## src/rtl/uart_pkg.sv

```systemverilog
// rtl/uart_pkg.sv - shared UART state encoding and default parameters
package uart_pkg;

  typedef enum logic [1:0] {
    IDLE  = 2'd0,
    START = 2'd1,
    DATA  = 2'd2,
    STOP  = 2'd3
  } uart_state_t;

  localparam int UART_CE_DEF    = 27;
  localparam int OVERSAMPLE_DEF = 16;
  localparam int DATA_BITS_DEF  = 8;

endpackage

```

## src/rtl/uart_tick_gen.sv

```systemverilog
// rtl/uart_tick_gen.sv - free-running oversample tick divider
module uart_tick_gen
  import uart_pkg::*;
#(
  parameter int UART_CE = UART_CE_DEF
) (
  input  logic clk,
  input  logic reset,
  output logic tick
);

  localparam int DW = $clog2(UART_CE + 1);

  logic [DW-1:0] div;

  // Count 0..UART_CE-1 and restart; the terminal count is the tick.
  always_ff @(posedge clk or negedge reset) begin
    if (!reset) begin
      div <= '0;
    end else if (div == DW'(UART_CE - 1)) begin
      div <= '0;
    end else begin
      div <= div + 1'b1;
    end
  end

  assign tick = (div == DW'(UART_CE - 1));

endmodule

```

## src/rtl/uart_rx.sv

```systemverilog
// rtl/uart_rx.sv - oversampled 8N1 UART receiver with valid/ready output
module uart_rx
  import uart_pkg::*;
#(
  parameter int UART_CE    = UART_CE_DEF,
  parameter int OVERSAMPLE = OVERSAMPLE_DEF,
  parameter int DATA_BITS  = DATA_BITS_DEF
) (
  input  logic                 clk,
  input  logic                 reset,
  input  logic                 rxd,
  output logic [DATA_BITS-1:0] rx_data,
  output logic                 rx_valid,
  input  logic                 rx_ready,
  output logic                 frame_err,
  output logic                 overrun,
  output logic                 busy
);

  localparam int TW = $clog2(OVERSAMPLE * (DATA_BITS + 2));
  localparam int BW = $clog2(DATA_BITS + 1);

  logic                 rxd_meta;
  logic                 rxd_s;
  logic                 tick;
  uart_state_t          state;
  logic [TW-1:0]        tcnt;
  logic [BW-1:0]        bcnt;
  logic [DATA_BITS-1:0] shift;
  logic                 stop_sample;
  logic                 commit;
  logic                 bad_stop;

  uart_tick_gen #(
    .UART_CE(UART_CE)
  ) u_tick (
    .clk  (clk),
    .reset(reset),
    .tick (tick)
  );

  // Two-flop synchroniser; idles high so reset never looks like a start bit.
  always_ff @(posedge clk or negedge reset) begin
    if (!reset) begin
      rxd_meta <= 1'b1;
      rxd_s    <= 1'b1;
    end else begin
      rxd_meta <= rxd;
      rxd_s    <= rxd_meta;
    end
  end

  // Stop bit is judged mid-bit; the FSM leaves for IDLE on that same edge.
  assign stop_sample = (state == STOP) && tick && (tcnt == TW'(OVERSAMPLE - 1));
  assign commit      = stop_sample && rxd_s;
  assign bad_stop    = stop_sample && !rxd_s;
  assign busy        = (state != IDLE);

  // Framing FSM: start detect, mid-bit data sampling, stop check.
  always_ff @(posedge clk or negedge reset) begin
    if (!reset) begin
      state <= IDLE;
      tcnt  <= '0;
      bcnt  <= '0;
      shift <= '0;
    end else begin
      case (state)
        IDLE: begin
          if (!rxd_s) begin
            state <= START;
            tcnt  <= '0;
          end
        end
        START: begin
          if (tick) begin
            if (tcnt == TW'(OVERSAMPLE / 2 - 1)) begin
              tcnt <= '0;
              bcnt <= '0;
              state <= rxd_s ? IDLE : DATA;
            end else begin
              tcnt <= tcnt + 1'b1;
            end
          end
        end
        DATA: begin
          if (tick) begin
            if (tcnt == TW'(OVERSAMPLE - 1)) begin
              tcnt  <= '0;
              shift <= {rxd_s, shift[DATA_BITS-1:1]};
              if (bcnt == BW'(DATA_BITS - 1)) begin
                state <= STOP;
              end else begin
                bcnt <= bcnt + 1'b1;
              end
            end else begin
              tcnt <= tcnt + 1'b1;
            end
          end
        end
        STOP: begin
          if (tick) begin
            if (tcnt == TW'(OVERSAMPLE - 1)) begin
              tcnt  <= '0;
              state <= IDLE;
            end else begin
              tcnt <= tcnt + 1'b1;
            end
          end
        end
        default: state <= IDLE;
      endcase
    end
  end

  // One-entry output buffer; a transfer in the commit cycle frees the slot.
  always_ff @(posedge clk or negedge reset) begin
    if (!reset) begin
      rx_data   <= '0;
      rx_valid  <= 1'b0;
      frame_err <= 1'b0;
      overrun   <= 1'b0;
    end else begin
      frame_err <= bad_stop;
      overrun   <= 1'b0;
      if (commit) begin
        if (!rx_valid || rx_ready) begin
          rx_data  <= shift;
          rx_valid <= 1'b1;
        end else begin
          overrun <= 1'b1;
        end
      end else if (rx_valid && rx_ready) begin
        rx_valid <= 1'b0;
      end
    end
  end

endmodule

```

## config.mk

```make
export PLATFORM = sky130hd
export DESIGN_NAME = uart_rx
export DESIGN_NICKNAME = d
export VERILOG_FILES = /design/src/rtl/uart_pkg.sv /design/src/rtl/uart_tick_gen.sv /design/src/rtl/uart_rx.sv
export SDC_FILE = /design/constraint.sdc
export NUM_CORES = 1
export LEC_CHECK = 0
export CAP_MARGIN = 20
export CORE_MARGIN = 1.5
export CORE_UTILIZATION = 55
export DETAILED_ROUTE_END_ITERATION = 8
export PLACE_DENSITY = 0.76
export SETUP_SLACK_MARGIN = 0.02
export SLEW_MARGIN = 20
export SYNTH_ARGS = -nofsm -noshare
export SYNTH_HDL_FRONTEND = slang
export SYNTH_SLANG_ARGS = --single-unit
```

## constraint.sdc

```tcl
create_clock -name clk -period 3.41 [get_ports clk]
set_input_delay 0.341 -clock clk [delete_from_list [all_inputs] [get_ports clk]]
set_output_delay 0.341 -clock clk [all_outputs]
set_load 0.02 [all_outputs]
```

==> results of run 1 <==
[sequential cells by signal, summed over array words and instances, names as in the netlist, named ones only]
register    flops
frame_err       1
rxd_meta        1
tcnt            8
state           1
overrun         1
bcnt            4
u_tick.div      5
rxd_s           1
shift           8
rx_valid        1
rx_data         8
[how the worst max path moves through the flow]
stage                             start    endpoint  cells past startpoint
final                           tcnt[4]     bcnt[2]                      4
after CTS                       tcnt[4]     bcnt[2]                      4
after global placement          tcnt[4]     bcnt[2]                      4
after floorplan           u_tick.div[0]  rx_data[0]                      7
after detailed placement        tcnt[4]     bcnt[2]                      4
after global routing            tcnt[4]     bcnt[2]                      4
[cells in the mapped netlist, types with 2 or more instances]
cell type  number  share of area
dfrtp_1        38           0.50
mux2i_1         2          0.010
nor2_1          8          0.016
nand3b_1        2         0.0079
a21oi_1         6          0.016
dfstp_2         2          0.028
o21ai_0         9          0.024
and3_1          3         0.0098
nor3_1          3         0.0079
ha_1            4          0.026
a22o_1          3          0.014
buf_2           2         0.0052
nor2b_1         2         0.0066
a31oi_1         4          0.013
nor4_1          2         0.0066
nand2_1        12          0.024
or4_1           4          0.016
xor2_1          2         0.0092
nand2b_1        4          0.013
nand3_1         9          0.024
mux2_2         15          0.089
clkbuf_1        3         0.0059
inv_1           8          0.016
[critical path: cells and delay by family (launching register included)]
family / cells / cell delay (ns)
AND/OR/NAND/NOR: 2 / 1.48
flip-flops: 1 / 0.46
AO/OA/AOI/OAI: 2 / 0.46
[power groups by stage]
stage | logic [mW] | clock network, mW | registers [mW]
finish | 0.0124 | 0.317 | 0.478
global route | 0.0147 | 0.346 | 0.478
CTS | 0.0132 | 0.328 | 0.478
detailed placement | 0.0132 | 0 | 0.487
global placement | 0.0127 | 0 | 0.487
floorplan | 0.000933 | 0 | 0.486
[layout make-up]
cell class | count | area (µm²) | area share
multi-input cells | 115 | 840.8 | 0.3889
inverters | 8 | 30.03 | 0.01389
flip-flops and latches | 40 | 1003 | 0.4641
clock buffers | 5 | 37.54 | 0.01736
clock inverters | 3 | 47.55 | 0.02199
well taps | 46 | 57.56 | 0.02662
repair buffers | 15 | 145.1 | 0.06713
[per-layer routing]
layer / global-route usage / vias to the layer above / part of all wire
met3: 0.07246 / 7 / 0.050
met2: 0.3353 / 38 / 0.50
met1: 0.2577 / 659 / 0.44
li1: - / 648 / -
met4: 0.08815 / 0 / 0.018
met5: 0 / - / 0
[kinds of logic after synthesis]
logic type,synth area share
and+or+nand+nor,0.1850
buffers and inverters,0.03281
DFF,0.5262
adders and majority gates,0.02625
muxes,0.1050
AOI/OAI and AO/OA,0.1109
xor gates and xnor gates,0.01378
==> impl_metrics.tcl, run 1 <==
set metrics [dict create \
    status "finished clean" \
    fin_skew_ns 0.008821 \
    ant_nets 0 \
    drc 0 \
    tritoncts "done" \
    fp-row-count 21 \
    pwr-share-comb 0.015 \
    grt_setup_unrepaired "no" \
    tightest_slew_ns 0.8613 \
    hpwl_um 2613 \
    ir_drop_mv 0.2998 \
    fin_crit_ns 2.492 \
    initial_core_util 0.5714 \
    maxCapViolations 0 \
    die_w_um 61.88 \
    cp-end-kind "flop" \
    crit_type "flop to flop" \
    critical_path_arrival_ns 2.76 \
    hold_viol 0 \
    layout_commonest_cell "dfrtp_1" \
    core_mm2 0.003337 \
    r2r_end "bcnt[2]" \
    grt_pass1_vias 1274 \
    leakage_nw 0.9487 \
    ys.flop_type "dfrtp_1" \
    cpMaxStageDelayCell "nor4_4" \
    fin_util 0.6479 \
    pwr-share-seq 0.592 \
    stdcell_area_mm2 0.002162 \
    drv_slew 0 \
    antenna_found_initial 0 \
    fin_setup_tns_ns 0 \
    setup_violations 0 \
    syn_area_mm2 0.001907 \
    p_per_area_mw_per_mm2 373.3 \
    drt-wirelength-per-cell_um 15.41 \
    grt_max_degree 41 \
    critPathRequiredTime_ns 3.67 \
    r2r_cells 4 \
    synth_cell_types 45 \
    vias_per_cell 5.828 \
    grt_usage 0.2091 \
    power_mw 0.8071 \
    dieArea_mm2 0.003829 \
    first_iter_violations 74 \
    grt_pass1_wl_um 5644 \
    io_pins 16 \
    fin_ws_ns 0.9180 \
    r2r-start "tcnt[4]" \
    nNetsFinal 193 \
    syn_nets 177 \
    vias 1352 \
    p_clk_frac 0.393 \
    ys_seq_area_frac 0.5262 \
    n_antenna_cell 0 \
    cts_buffers 5 \
    critPathLaunchType "flop" \
    synth_edf_count 0 \
    die_h_um 61.88 \
    cts_num_sinks 40 \
    dp_cells 224 \
    placed_area_mm2 0.002077 \
    slew_headroom 0.4258 \
    cts_resized 0 \
    synth_warnings 0 \
    drt-total-wl_um 3576 \
    hold_path_class "primary input to async pin" \
    cts_setup_buffers 0 \
    synth_seq_cells 40 \
    period_share 0.7308 \
    grt-ovfl-total 0 \
    numPortBuffers 15 \
    holdWs_ns 0.08592 \
    slowest_delay_ns 0.78 \
    p_int_mw 0.6356 \
    r2r_slack_ns 0.92 \
    p_sw_frac 0.2124 \
    cts_hold_buf 0 \
    p_switching_mw 0.1715 \
    clock-root-buffer "clkbuf_4" \
    dp_slack_ns 0.9206 \
    synthArstFlopShare 1.000 \
    area_delta_synth_final_pct 13.39 \
    finalNonFillerCells 232 \
    htree_levels 2 \
    gp_congestion 0.7954 \
    syn_avg_cell_area_um2 11.28 \
    final_cell_mix "dfrtp_1, mux2_2, clkdlybuf4s50_1, nand2_1" \
    path_max_fanout 13 \
    firstDrtPassIters 4 \
    synthCells 169 \
    cts_buffer_depth 2 \
    fmax_mhz 401.3 \
    n_fill_cell 272 \
    clk_pin_slew_worst_paths_ns 0.12 \
    clock_latency_ns 0.36 \
    final_layout_size_suffix_gt1_frac 0.1720 \
    crit_chain "or4_1 -> nor4_4 -> o22ai_1 -> a22o_1" \
]
Power figures use the tool's default switching activity.
==> run 2, diff against run 1 <==
Clock period 3.41 ns to 2.3 ns, I/O delays scaled along.
==> run 2 against run 1 <==
Net effect:
- the flow now finishes with violations (negative hold slack)
- design area rose by 2.5%
- sequential power rose by 48%
- clock power rose by 78%
- count of clock-buffer cells in the layout rose by 1
- fmax rose by 18%
- cell count rose by 2.2%
- critical endpoint is now shift[7]
==> impl_metrics.tcl, run 2 (same netlist as run 1, synthesis figures left out) <==
set metrics [dict create \
    final_layout_size_suffix_gt1_frac 0.1885 \
    first_iter_violations 50 \
    tritoncts "done" \
    layout_commonest_cell "dfrtp_1" \
    period_share 0.9200 \
    p_switching_mw 0.2418 \
    core_mm2 0.003337 \
    vias 1355 \
    drc 0 \
    grt_usage 0.2050 \
    cts_num_sinks 40 \
    cp-startpoint "tcnt[4]" \
    cts_hold_buf 0 \
    final_cell_mix "dfrtp_1, mux2_2, clkdlybuf4s50_1, nand2_1" \
    cts_setup_buffers 0 \
    firstDrtPassIters 4 \
    fp-row-count 21 \
    dieArea_mm2 0.003829 \
    p_per_area_mw_per_mm2 582.9 \
    status "finished with violations" \
    cts_buffer_depth 2 \
    drt-total-wl_um 3449 \
    violations "negative hold slack" \
    top_layer_used "met4" \
    crit_chain "or4_1 -> nor4_4 -> buf_4 -> mux2_1" \
    hold_path_class "primary input to async pin" \
    hpwl_um 2554 \
    drt-wirelength-per-cell_um 14.55 \
    gp_congestion 0.8316 \
    die_w_um 61.88 \
    r2r_cells 4 \
    critPathRequiredTime_ns 2.52 \
    grt_pass1_wl_um 5678 \
    htree_levels 2 \
    cts_buffers 5 \
    grt-ovfl-total 0 \
    r2r_end "shift[7]" \
    holdWs_ns -0.02930 \
    initial_core_util 0.5714 \
    pwr-share-comb 0.014 \
    drv_slew 0 \
    tightest_slew_ns 0.8501 \
    p_sw_frac 0.1872 \
    crit_type "flop to flop" \
    n_antenna_cell 0 \
    clock-root-buffer "clkbuf_4" \
    cts_resized 0 \
    grt_max_degree 41 \
    vias_per_cell 5.717 \
    m1WireLength_um 1602 \
    clk_pin_slew_worst_paths_ns 0.13 \
    pwr-share-seq 0.548 \
    clock_latency_ns 0.35 \
    leakage_nw 0.9818 \
    ant_nets 0 \
    critPathLaunchType "flop" \
    fin_skew_ns 0.02297 \
    p_clk_frac 0.438 \
    die_h_um 61.88 \
    slew_headroom 0.4332 \
    cp-end-kind "flop" \
    numPortBuffers 15 \
    fmax_mhz 472.6 \
    path_max_fanout 12 \
    dr_wl_met3_um 133 \
    maxCapViolations 0 \
    io_pins 16 \
    nNetsFinal 198 \
    fin_setup_tns_ns 0 \
    grt_setup_unrepaired "no" \
    antenna_found_initial 0 \
    setup_violations 0 \
    hold_viol 34 \
    critical_path_arrival_ns 2.34 \
    cpMaxStageDelayCell "or4_1" \
    worstSetupEndpoint "shift[7]" \
    p_int_mw 1.050 \
    grt_pass1_vias 1255 \
    dr_wl_met2_um 1636 \
    ir_drop_mv 0.5066 \
    fin_crit_ns 2.116 \
    area_delta_synth_final_pct 16.21 \
    reg_top3 "rx_data: 8 flops, shift: 8 flops, tcnt: 8 flops" \
    r2r-start "tcnt[4]" \
    slowest_delay_ns 0.69 \
    r2r_slack_ns 0.18 \
]
run 2: cell types whose count changed in the layout (fill, tap and decap cells not counted):
cell,change
bufinv_16,+1
clkinv_4,-2
clkbuf_1,+1
buf_4,+5
run 2: how the worst min path moves through the flow:
stage                 end     start
6_report          overrun     reset
5_1_grt        rx_data[2]     reset
4_1_cts           overrun     reset
3_5_place_dp        rxd_s  rxd_meta
3_3_place_gp        rxd_s  rxd_meta
2_1_floorplan   async pin     reset
run 2: critical path: cells and delay by family (launching register included):
kind,cells,cell delay (ns)
buf+inv,1,0.23
mux,1,0.35
flops,1,0.45
simple gates,2,0.97
run 2: layout make-up:
class | instances | area, µm²
clock inverter | 2 | 60.06
clock buffer | 6 | 41.29
timing repair buffer | 20 | 182.7
inverter | 8 | 30.03
tap | 46 | 57.56
fill | 263 | 1121
sequential | 40 | 1003
multi-input combinational | 115 | 840.8
run 2: power groups by stage:
stage | Clock [mW] | Sequential, mW | Combinational, mW
after floorplan | 0 | 0.721 | 0.00138
after detailed placement | 0 | 0.721 | 0.0198
final | 0.565 | 0.708 | 0.0184
after global routing | 0.614 | 0.708 | 0.0222
after global placement | 0 | 0.721 | 0.0188
after CTS | 0.575 | 0.708 | 0.0198
run 2: layer usage:
layer	global-route usage	up-vias
met2	0.3158	37
li1	-	654
met3	0.06418	11
met5	0	-
met1	0.2738	653
met4	0.07295	0
run 2: per-stage QoR:
| stage | instance area, µm² | utilization | cells | power, mW | worst slack [ns] |
|---|---|---|---|---|---|
| after detailed placement | 2115 | 0.6337 | 229 | 0.7412 | 0.1812 |
| after floorplan | 1907 | - | 169 | 0.7221 | 0.2368 |
| final | 2216 | 0.6640 | 237 | 1.292 | 0.1840 |
| after global routing | 2216 | 0.6640 | 237 | 1.345 | 0.06559 |
| after CTS | 2216 | 0.6640 | 237 | 1.303 | 0.1737 |
| after global placement | 2115 | 0.6337 | 229 | 0.7401 | 0.2476 |
